`src/rtl/fft_pkg.sv`:
```
// Shared definitions for the FFT stage sequencer.
//   state_e        : sequencer FSM states
//   PP_INPLACE     : memory mode, single bank updated in place
//   PP_PINGPONG    : memory mode, alternate between two banks per stage
//   clog2()        : ceiling log2 usable in parameter expressions
package fft_pkg;

   typedef enum logic [2:0] {
      StIdle,
      StIssue,
      StWait,
      StDrain,
      StDone
   } state_e;

   localparam logic PP_INPLACE  = 1'b0;
   localparam logic PP_PINGPONG = 1'b1;

   function automatic int unsigned clog2(input int unsigned v);
      int unsigned r;
      r = 0;
      for (int unsigned i = 0; i < 32; i++) begin
         if ((32'd1 << i) < v) r = i + 1;
      end
      return r;
   endfunction

endpackage

```
`src/rtl/fft_delay_line.sv`:
```
// Valid-tagged shift register that re-times butterfly read information into
// write-back information.
//   clk_i   : clock, rising edge
//   clr_ni  : synchronous active-low clear of every stage (valid and data)
//   valid_i : entry valid at the input
//   data_i  : entry payload
//   valid_o : valid tag, DEPTH cycles after valid_i
//   data_o  : payload, DEPTH cycles after data_i
module fft_delay_line #(
   parameter int unsigned WIDTH = 8,
   parameter int unsigned DEPTH = 3
) (
   input  logic             clk_i,
   input  logic             clr_ni,
   input  logic             valid_i,
   input  logic [WIDTH-1:0] data_i,
   output logic             valid_o,
   output logic [WIDTH-1:0] data_o
);

   logic [DEPTH-1:0]            valid_q, valid_d;
   logic [DEPTH-1:0][WIDTH-1:0] data_q, data_d;

   always_comb begin
      valid_d    = valid_q;
      data_d     = data_q;
      valid_d[0] = valid_i;
      data_d[0]  = data_i;
      for (int unsigned i = 1; i < DEPTH; i++) begin
         valid_d[i] = valid_q[i-1];
         data_d[i]  = data_q[i-1];
      end
   end

   always_ff @(posedge clk_i) begin
      if (!clr_ni) begin
         valid_q <= '0;
         data_q  <= '0;
      end else begin
         valid_q <= valid_d;
         data_q  <= data_d;
      end
   end

   assign valid_o = valid_q[DEPTH-1];
   assign data_o  = data_q[DEPTH-1];

endmodule

```
`src/rtl/fft_stage_sequencer.sv`:
```
// Control core for an in-place radix-2 DIT FFT of 2^LOG2N points. Issues
// butterfly read address pairs plus twiddle indices and returns the matching
// write-back addresses BFLY_LAT cycles later.
//   CLOCK_50               : clock, rising edge
//   RST                    : synchronous reset, active-low
//   start                  : start request, honoured only while idle
//   pp_mode / pipe_en      : memory mode / issue mode, latched at start
//   stall                  : freezes issue while high
//   busy / done            : run in progress / one-cycle completion pulse
//   stage                  : current stage index
//   rd_en, rd_addr_a/b     : butterfly read strobe and address pair
//   tw_idx, rd_bank        : twiddle ROM index, bank being read
//   wr_en, wr_addr_a/b     : write-back strobe and address pair
//   wr_bank                : bank being written
//   res_bank               : bank holding the final result (valid from done)
module fft_stage_sequencer
   import fft_pkg::*;
#(
   parameter int unsigned LOG2N    = 4,
   parameter int unsigned BFLY_LAT = 3,
   parameter int unsigned STG_W    = clog2(LOG2N + 1)
) (
   input  logic             CLOCK_50,
   input  logic             RST,
   input  logic             start,
   input  logic             pp_mode,
   input  logic             pipe_en,
   input  logic             stall,
   output logic             busy,
   output logic             done,
   output logic [STG_W-1:0] stage,
   output logic             rd_en,
   output logic [LOG2N-1:0] rd_addr_a,
   output logic [LOG2N-1:0] rd_addr_b,
   output logic [LOG2N-2:0] tw_idx,
   output logic             rd_bank,
   output logic             wr_en,
   output logic [LOG2N-1:0] wr_addr_a,
   output logic [LOG2N-1:0] wr_addr_b,
   output logic             wr_bank,
   output logic             res_bank
);

   localparam int unsigned B_W   = LOG2N - 1;
   localparam int unsigned HALF  = 1 << (LOG2N - 1);
   localparam int unsigned CNT_W = clog2(BFLY_LAT + 1);
   localparam int unsigned DL_W  = 2 * LOG2N + 1;

   localparam logic [B_W-1:0]   B_LAST   = B_W'(HALF - 1);
   localparam logic [STG_W-1:0] STG_LAST = STG_W'(LOG2N - 1);
   localparam logic [CNT_W-1:0] CNT_LAST = CNT_W'(BFLY_LAT - 1);
   // Ping-pong flips banks every stage, so the result lands on parity of LOG2N.
   localparam logic             RES_PP   = 1'(LOG2N % 2);

   state_e           state_q, state_d;
   logic [STG_W-1:0] stage_q, stage_d;
   logic [B_W-1:0]   b_q, b_d;
   logic [CNT_W-1:0] cnt_q, cnt_d;
   logic             pp_q, pp_d;
   logic             pipe_q, pipe_d;
   logic             res_q, res_d;
   logic             stage_end;

   logic [LOG2N-1:0] b_ext, span, pos, grp, addr_a, addr_b;
   logic [B_W-1:0]   tw;
   logic             wbank_iss;
   logic [DL_W-1:0]  wb_data;

   // Butterfly address generation: insert a zero at bit 'stage' of b.
   always_comb begin
      b_ext  = LOG2N'(b_q);
      span   = LOG2N'(1) << stage_q;
      pos    = b_ext & (span - LOG2N'(1));
      grp    = b_ext >> stage_q;
      addr_a = (grp << (stage_q + STG_W'(1))) | pos;
      addr_b = addr_a + span;
      tw     = B_W'(pos << (STG_LAST - stage_q));
   end

   always_comb begin
      state_d   = state_q;
      stage_d   = stage_q;
      b_d       = b_q;
      cnt_d     = cnt_q;
      pp_d      = pp_q;
      pipe_d    = pipe_q;
      res_d     = res_q;
      stage_end = 1'b0;
      unique case (state_q)
         StIdle: begin
            if (start) begin
               pp_d    = pp_mode;
               pipe_d  = pipe_en;
               stage_d = '0;
               b_d     = '0;
               cnt_d   = '0;
               res_d   = 1'b0;
               state_d = StIssue;
            end
         end
         StIssue: begin
            if (!stall) begin
               cnt_d = '0;
               if (!pipe_q) begin
                  state_d = StWait;
               end else if (b_q == B_LAST) begin
                  state_d = StDrain;
               end else begin
                  b_d = b_q + B_W'(1);
               end
            end
         end
         StWait: begin
            if (cnt_q == CNT_LAST) begin
               if (b_q == B_LAST) begin
                  stage_end = 1'b1;
               end else begin
                  b_d     = b_q + B_W'(1);
                  state_d = StIssue;
               end
            end else begin
               cnt_d = cnt_q + CNT_W'(1);
            end
         end
         StDrain: begin
            if (cnt_q == CNT_LAST) begin
               stage_end = 1'b1;
            end else begin
               cnt_d = cnt_q + CNT_W'(1);
            end
         end
         StDone: begin
            state_d = StIdle;
         end
         default: begin
            state_d = StIdle;
         end
      endcase

      // The last write of the stage has retired, so the next stage may read.
      if (stage_end) begin
         if (stage_q == STG_LAST) begin
            state_d = StDone;
            res_d   = (pp_q == PP_PINGPONG) ? RES_PP : 1'b0;
         end else begin
            stage_d = stage_q + STG_W'(1);
            b_d     = '0;
            state_d = StIssue;
         end
      end
   end

   always_ff @(posedge CLOCK_50) begin
      if (!RST) begin
         state_q <= StIdle;
         stage_q <= '0;
         b_q     <= '0;
         cnt_q   <= '0;
         pp_q    <= PP_INPLACE;
         pipe_q  <= 1'b0;
         res_q   <= 1'b0;
      end else begin
         state_q <= state_d;
         stage_q <= stage_d;
         b_q     <= b_d;
         cnt_q   <= cnt_d;
         pp_q    <= pp_d;
         pipe_q  <= pipe_d;
         res_q   <= res_d;
      end
   end

   // Read-side outputs are zeroed whenever no read issues.
   always_comb begin
      busy      = (state_q != StIdle);
      done      = (state_q == StDone);
      stage     = stage_q;
      res_bank  = res_q;
      rd_en     = (state_q == StIssue) && !stall;
      rd_addr_a = rd_en ? addr_a : '0;
      rd_addr_b = rd_en ? addr_b : '0;
      tw_idx    = rd_en ? tw : '0;
      rd_bank   = rd_en && (pp_q == PP_PINGPONG) && stage_q[0];
      wbank_iss = rd_en && (pp_q == PP_PINGPONG) && !stage_q[0];
   end

   fft_delay_line #(
      .WIDTH(DL_W),
      .DEPTH(BFLY_LAT)
   ) u_wb_delay (
      .clk_i  (CLOCK_50),
      .clr_ni (RST),
      .valid_i(rd_en),
      .data_i ({rd_addr_a, rd_addr_b, wbank_iss}),
      .valid_o(wr_en),
      .data_o (wb_data)
   );

   assign {wr_addr_a, wr_addr_b, wr_bank} = wb_data;

endmodule

```
`config.mk`:
```
export PLATFORM = sky130hd
export DESIGN_NAME = fft_stage_sequencer
export DESIGN_NICKNAME = d
export VERILOG_FILES = /design/src/rtl/fft_pkg.sv /design/src/rtl/fft_delay_line.sv /design/src/rtl/fft_stage_sequencer.sv
export SDC_FILE = /design/constraint.sdc
export NUM_CORES = 1
export LEC_CHECK = 0
export CORE_ASPECT_RATIO = 0.5
export CORE_MARGIN = 4
export CORE_UTILIZATION = 56
export DETAILED_ROUTE_END_ITERATION = 8
export GPL_TIMING_DRIVEN = 0
export PLACE_DENSITY = 0.81
export SLEW_MARGIN = 40
export SYNTH_ARGS = -nofsm -noshare
export SYNTH_HDL_FRONTEND = slang
export SYNTH_SLANG_ARGS = --single-unit
```
`constraint.sdc`:
```
create_clock -name CLOCK_50 -period 8.1 [get_ports CLOCK_50]
set_clock_uncertainty 0.05 [all_clocks]
set_input_delay 1.62 -clock CLOCK_50 [delete_from_list [all_inputs] [get_ports CLOCK_50]]
set_output_delay 1.62 -clock CLOCK_50 [all_outputs]
set_load 0.02 [all_outputs]
```
Word level (Yosys, flattened, before mapping)
Cells that the tools add are included.
{"block": "word_totals", "output_inout_bits": 29, "ff_bits": 44, "in_bits": 6}
{"block": "op_classes", "n_reduce_logical": 13, "bitwise_logic": 2, "add_sub_neg": 6, "n_shift": 4, "n_eq_ne": 16, "mux": 36}
{"op": "3-bit two-way mux", "count": 20}
{"op": "3-bit inequality test (second input constant)", "count": 4}
{"op": "3-bit case mux with 4 select lines", "count": 1}
{"op": "3-bit by 2-bit equality test with 1-bit output (second input constant)", "count": 3}
{"op": "3-bit case mux with 3 select lines", "count": 1}
{"op": "4-bit two-way mux", "count": 2}
{"op": "2-bit inequality test (second input constant)", "count": 4}
{"op": "1-bit two-way mux", "count": 7}
{"op": "3-bit by 1-bit adder with 3-bit output (second input constant)", "count": 2}
{"op": "3-bit equality test (second input constant)", "count": 2}
{"op": "2-bit two-way mux", "count": 3}
{"op": "2-bit case mux with 3 select lines", "count": 1}
{"op": "6-bit AND reduction", "count": 1}
{"op": "3-bit nonzero test", "count": 2}
{"op": "4-bit adder", "count": 1}
{"op": "3-bit by 4-bit bitwise AND with 4-bit output", "count": 1}
{"op": "1-bit logical AND", "count": 4}
{"op": "4-bit inequality test (second input constant)", "count": 1}
{"op": "4-bit OR", "count": 1}
{"op": "4-bit AND reduction", "count": 1}
{"op": "1-bit by 3-bit << shifter with 4-bit output (first input constant)", "count": 1}
{"op": "4-bit by 3-bit << shifter with 3-bit output", "count": 1}
{"op": "4-bit by 3-bit << shifter with 4-bit output", "count": 1}
{"op": "3-bit by 3-bit right shift with 4-bit output", "count": 1}
{"op": "other kinds (10)", "count": 11}

Depth between registers and ports, before layout
{"block": "depth", "ltp_word": 7, "mapped_depth": 15, "mapped_depth_nobuf": 13}

Modules after synthesis
From an unflattened synthesis, not the netlist that was laid out.
{"block": "unflattened", "hier_cells": 221, "hier_area_um2": 2020.7}
{"module": "fft_stage_sequencer", "seq_area_each_um2": 280.3, "cells_each": 158, "area_per_inst_um2": 1208.7, "instances": 1}
{"module": "fft_delay_line", "seq_area_each_um2": 600.6, "cells_each": 63, "area_per_inst_um2": 812.0, "instances": 1}

Least setup slack after synthesis
Ideal clock, no wire load.
{"block": "synth_path", "path_type": "input to output", "start": "input stall", "end": "output tw_idx[1]", "arrival_ps": 2990, "n_path_buf": 1, "path_slack_ps": 3440, "cell_stages": 3, "path_cell_list": "nand3b_1 > buf_2 > a2111oi_0"}
{"block": "synth_via", "elab_chain_len": 3}
{"item": "start, declared", "line_no": "fft_stage_sequencer.sv:28", "text": "input logic stall,"}
{"item": "1-bit zero test", "line_no": "fft_stage_sequencer.sv:179", "text": "rd_en = (state_q == StIssue) && !stall;"}
{"item": "1-bit logical AND", "line_no": "fft_stage_sequencer.sv:179"}
{"item": "3-bit two-way mux", "line_no": "fft_stage_sequencer.sv:182", "text": "tw_idx = rd_en ? tw : '0;"}
{"item": "end, declared", "line_no": "fft_stage_sequencer.sv:35", "text": "output logic [LOG2N-2:0] tw_idx,"}
No other way between the ends.

==> metrics.md <==
| Metric | Value |
|---|---|
| RSZ-0062 raised after global routing | `false` |
| Final setup fails | `0` |
| CTS clock-pin slew for the worst setup and hold paths | `0.08 ns` |
| CP required | `6.43 ns` |
| Number of DRC markers in iteration 0 | `55` |
| Tcrit/Tclk final | `70.6%` |
| Num ports | `35` |
| Critical Path AT | `4.05 ns` |
| Ys flop type | `dfxtp_1` |
| Global Route Usage Sum | `18.8%` |
| Cell Area, Synth | `2050 um^2` |
| Power, Total | `0.494 mW` |
| CTS Buf Count | `5` |
| Max Cap Viol | `0` |
| Final hold viol count | `0` |
| Area of the multi-input gates | `1010 um^2` |
| Max Fclk | `175 MHz` |
| Post-Route WL | `4.07 mm` |
| Cell Area, Placed | `2450 um^2` |
| WL/cell | `12.8 um` |
| EDFF count, synth | `0` |
| Yosys reg bits | `44` |
| Initial antenna violation count | `0` |
| Avg Cell Area, Syn | `9.07 um^2` |
| Fraction of layout cells with a size suffix above 1 | `9.70%` |
| CTS root buffer | `clkbuf_8` |
| Critical path class | `flip-flop to primary output` |
| Lkg Pwr | `1.07 nW` |
| Critical path's slowest cell | `clkdlybuf4s50_1` |
| Final WS setup | `2.38 ns` |
| Clock Sinks | `44` |
| Pre-CTS WS | `2.79 ns` |
| Pin count of the biggest net entering global routing | `15` |
| Via-to-Cell Ratio | `5.23` |
| Std-Cell Rows | `15` |
| Final slew viol count | `0` |
| Die ar. | `4750 um^2` |
| Setup TNS Final | `0 ns` |
| Post-CTS resize count | `0` |
| Non-Filler Cell Area, Final | `2570 um^2` |
| Number of routed nets with antenna violations | `0` |
| Worst skew pair latency | `0.29 ns` |
| Die width | `93.6 um` |
| Slowest cell delay on critical path | `0.60 ns` |
| Setup bufs post-CTS | `0` |
| Synth unique cells | `46` |
| Reg area | `881 um^2` |
| Core ar. | `3470 um^2` |
| Nets@finish | `285` |
| # fillers | `259` |
| Ys async rst share | `0%` |
| CP startpoint kind | `flip-flop` |
| IO buf count | `34` |
| CP cell instances | `buf_2 > inv_1 > ha_1 > nand2_1 > ha_1 > inv_1 > a21oi_1 > inv_1 > ha_1 > a21o_1 > a21oi_1 > xor2_1 > xnor2_1 > nor2_1 > buf_4 > clkdlybuf4s50_1` |
| Final core utilization | `74.2%` |
| Via count | `1667` |
| Grt ovf | `0` |
| Number of global-route vias before repair | `1565` |
| Critical Path End Type | `primary output` |
| Hpwl dp | `2.91 mm` |
| First-pass GRT wire length | `7.02 mm` |
| Diode count | `0` |
| H-Tree Depth | `2` |
| Number of remaining DRC errors | `0` |
| Least-Margin Pin Slew | `0.470 ns` |
| Die Height | `50.8 um` |
| Initial Util | `59.0%` |
| Cell Pwr Density | `192 nW/um^2` |
| Yosys warnings | `0` |
| Crit path time final | `5.72 ns` |
| Status | `completed` |
| Worst-path maximum fanout | `10` |
| Peak supply drop | `127 uV` |
| Syn Inst Count | `226` |
| Area grow syn2layout | `25.6%` |
| Worst hold path class | `flip-flop to flip-flop` |
| Syn_nets | `244` |
| Sequential-to-total area share from yosys stat | `43.0%` |
| CTS tree | `done` |
| Placer congestion estimate | `0.858` |
| Drt pass-1 iters | `4` |
| Bufs on Longest Clock Path | `2` |
| Hold Buf Count CTS | `0` |
| Worst slew margin | `67.9%` |
[path summary, 6_finish.rpt]
| check | from | end | slack (ns) | cells after the start |
|---|---|---|---|---|
| setup / recovery | stage[0] | rd_addr_b[3] | 2.38 | 16 |
| setup reg to reg | stage[0] | u_wb_delay.data_d[13] | 4.89 | 14 |
| hold reg to reg | u_wb_delay.data_d[21] | u_wb_delay.data_o[3] | 0.38 | 1 |
| hold / removal | u_wb_delay.data_d[21] | u_wb_delay.data_o[3] | 0.38 | 1 |
[registers in the layout (all words and copies together) (netlist names)]
signal	cells
u_wb_delay.data_d	18
res_bank	1
cnt_q	2
u_wb_delay.valid_q	3
b_q	3
u_wb_delay.data_o	9
pipe_q	1
pp_q	1
stage	3
state_q	3
[per-stage QoR]
step                cells  hold slack (ns)
floorplan             226            0.356
CTS                   319            0.388
finish                319            0.384
global route          319            0.395
global placement      311            0.363
detailed placement    311            0.369
[layout by cell type (no fill, tap or decap), drive strengths merged, types with 7 or more instances in the layout]
| master | count |
|---|---|
| nor2 | 22 |
| a21oi | 16 |
| clkdlybuf4s50 | 34 |
| buf | 12 |
| dfxtp | 44 |
| ha | 11 |
| nand2 | 12 |
| clkbuf | 10 |
| nor3 | 7 |
| inv | 16 |
| and2 | 24 |
[routing by layer]
| layer | share of wire [%] | vias up | global-route usage (%) |
|---|---|---|---|
| met5 | 0 | - | 0 |
| met4 | 1.1 | 0 | 6.95 |
| met3 | 5.2 | 6 | 5.54 |
| met2 | 47 | 42 | 32.2 |
| met1 | 47 | 777 | 22.5 |
| li1 | - | 842 | - |
[report_power, final]
part	switching, mW	internal (mW)	leakage [nW]
combinational	0.0490	0.0377	0.650
clock	0.0746	0.101	0.0614
sequential	0.00809	0.224	0.355
[worst max-delay path: cells and delay by family (launching register included)]
family	cells	cell delay (ns)
flops	1	0.46
fa+ha+maj	3	0.69
compound gates	3	0.73
buf+inv	6	1.29
simple gates	2	0.27
xor+xnor	2	0.30
[cell type report]
type / count / area share (%)
multi-input cells: 150 / 39.4
clock inverters: 2 / 1.51
inverters: 16 / 2.33
clock buffers: 6 / 3.21
repair buffers: 34 / 13.2
plain buffers: 16 / 3.69
well taps: 51 / 2.48
flip-flops and latches: 44 / 34.2
[cell usage after synthesis, types with 3 or more instances]
master,instances,area [um^2]
nand2_1,11,41.3
nor2b_1,5,31.3
nor2_1,22,82.6
buf_2,4,20.0
buf_4,8,60.1
inv_1,16,60.1
xor2_1,4,35.0
ha_1,11,138
a21oi_1,15,75.1
and2_1,24,150
a2bb2oi_1,4,35.0
nor3b_1,3,22.5
nand3_1,3,15.0
dfxtp_1,44,881
clkbuf_1,4,15.0
nor3_1,6,30.0
[cell families after synthesis]
| family | count (synthesis) | share of synthesized area, % |
|---|---|---|
| AND/OR/NAND/NOR | 89 | 24.4 |
| flip-flops | 44 | 43.0 |
| AO/OA/AOI/OAI | 41 | 13.8 |
| buffers and inverters | 32 | 7.57 |
| adder cells (fa/ha/maj) | 12 | 7.69 |
| XOR/XNOR | 6 | 2.56 |
| multiplexers | 2 | 0.977 |
Power figures use the tool's default switching activity.
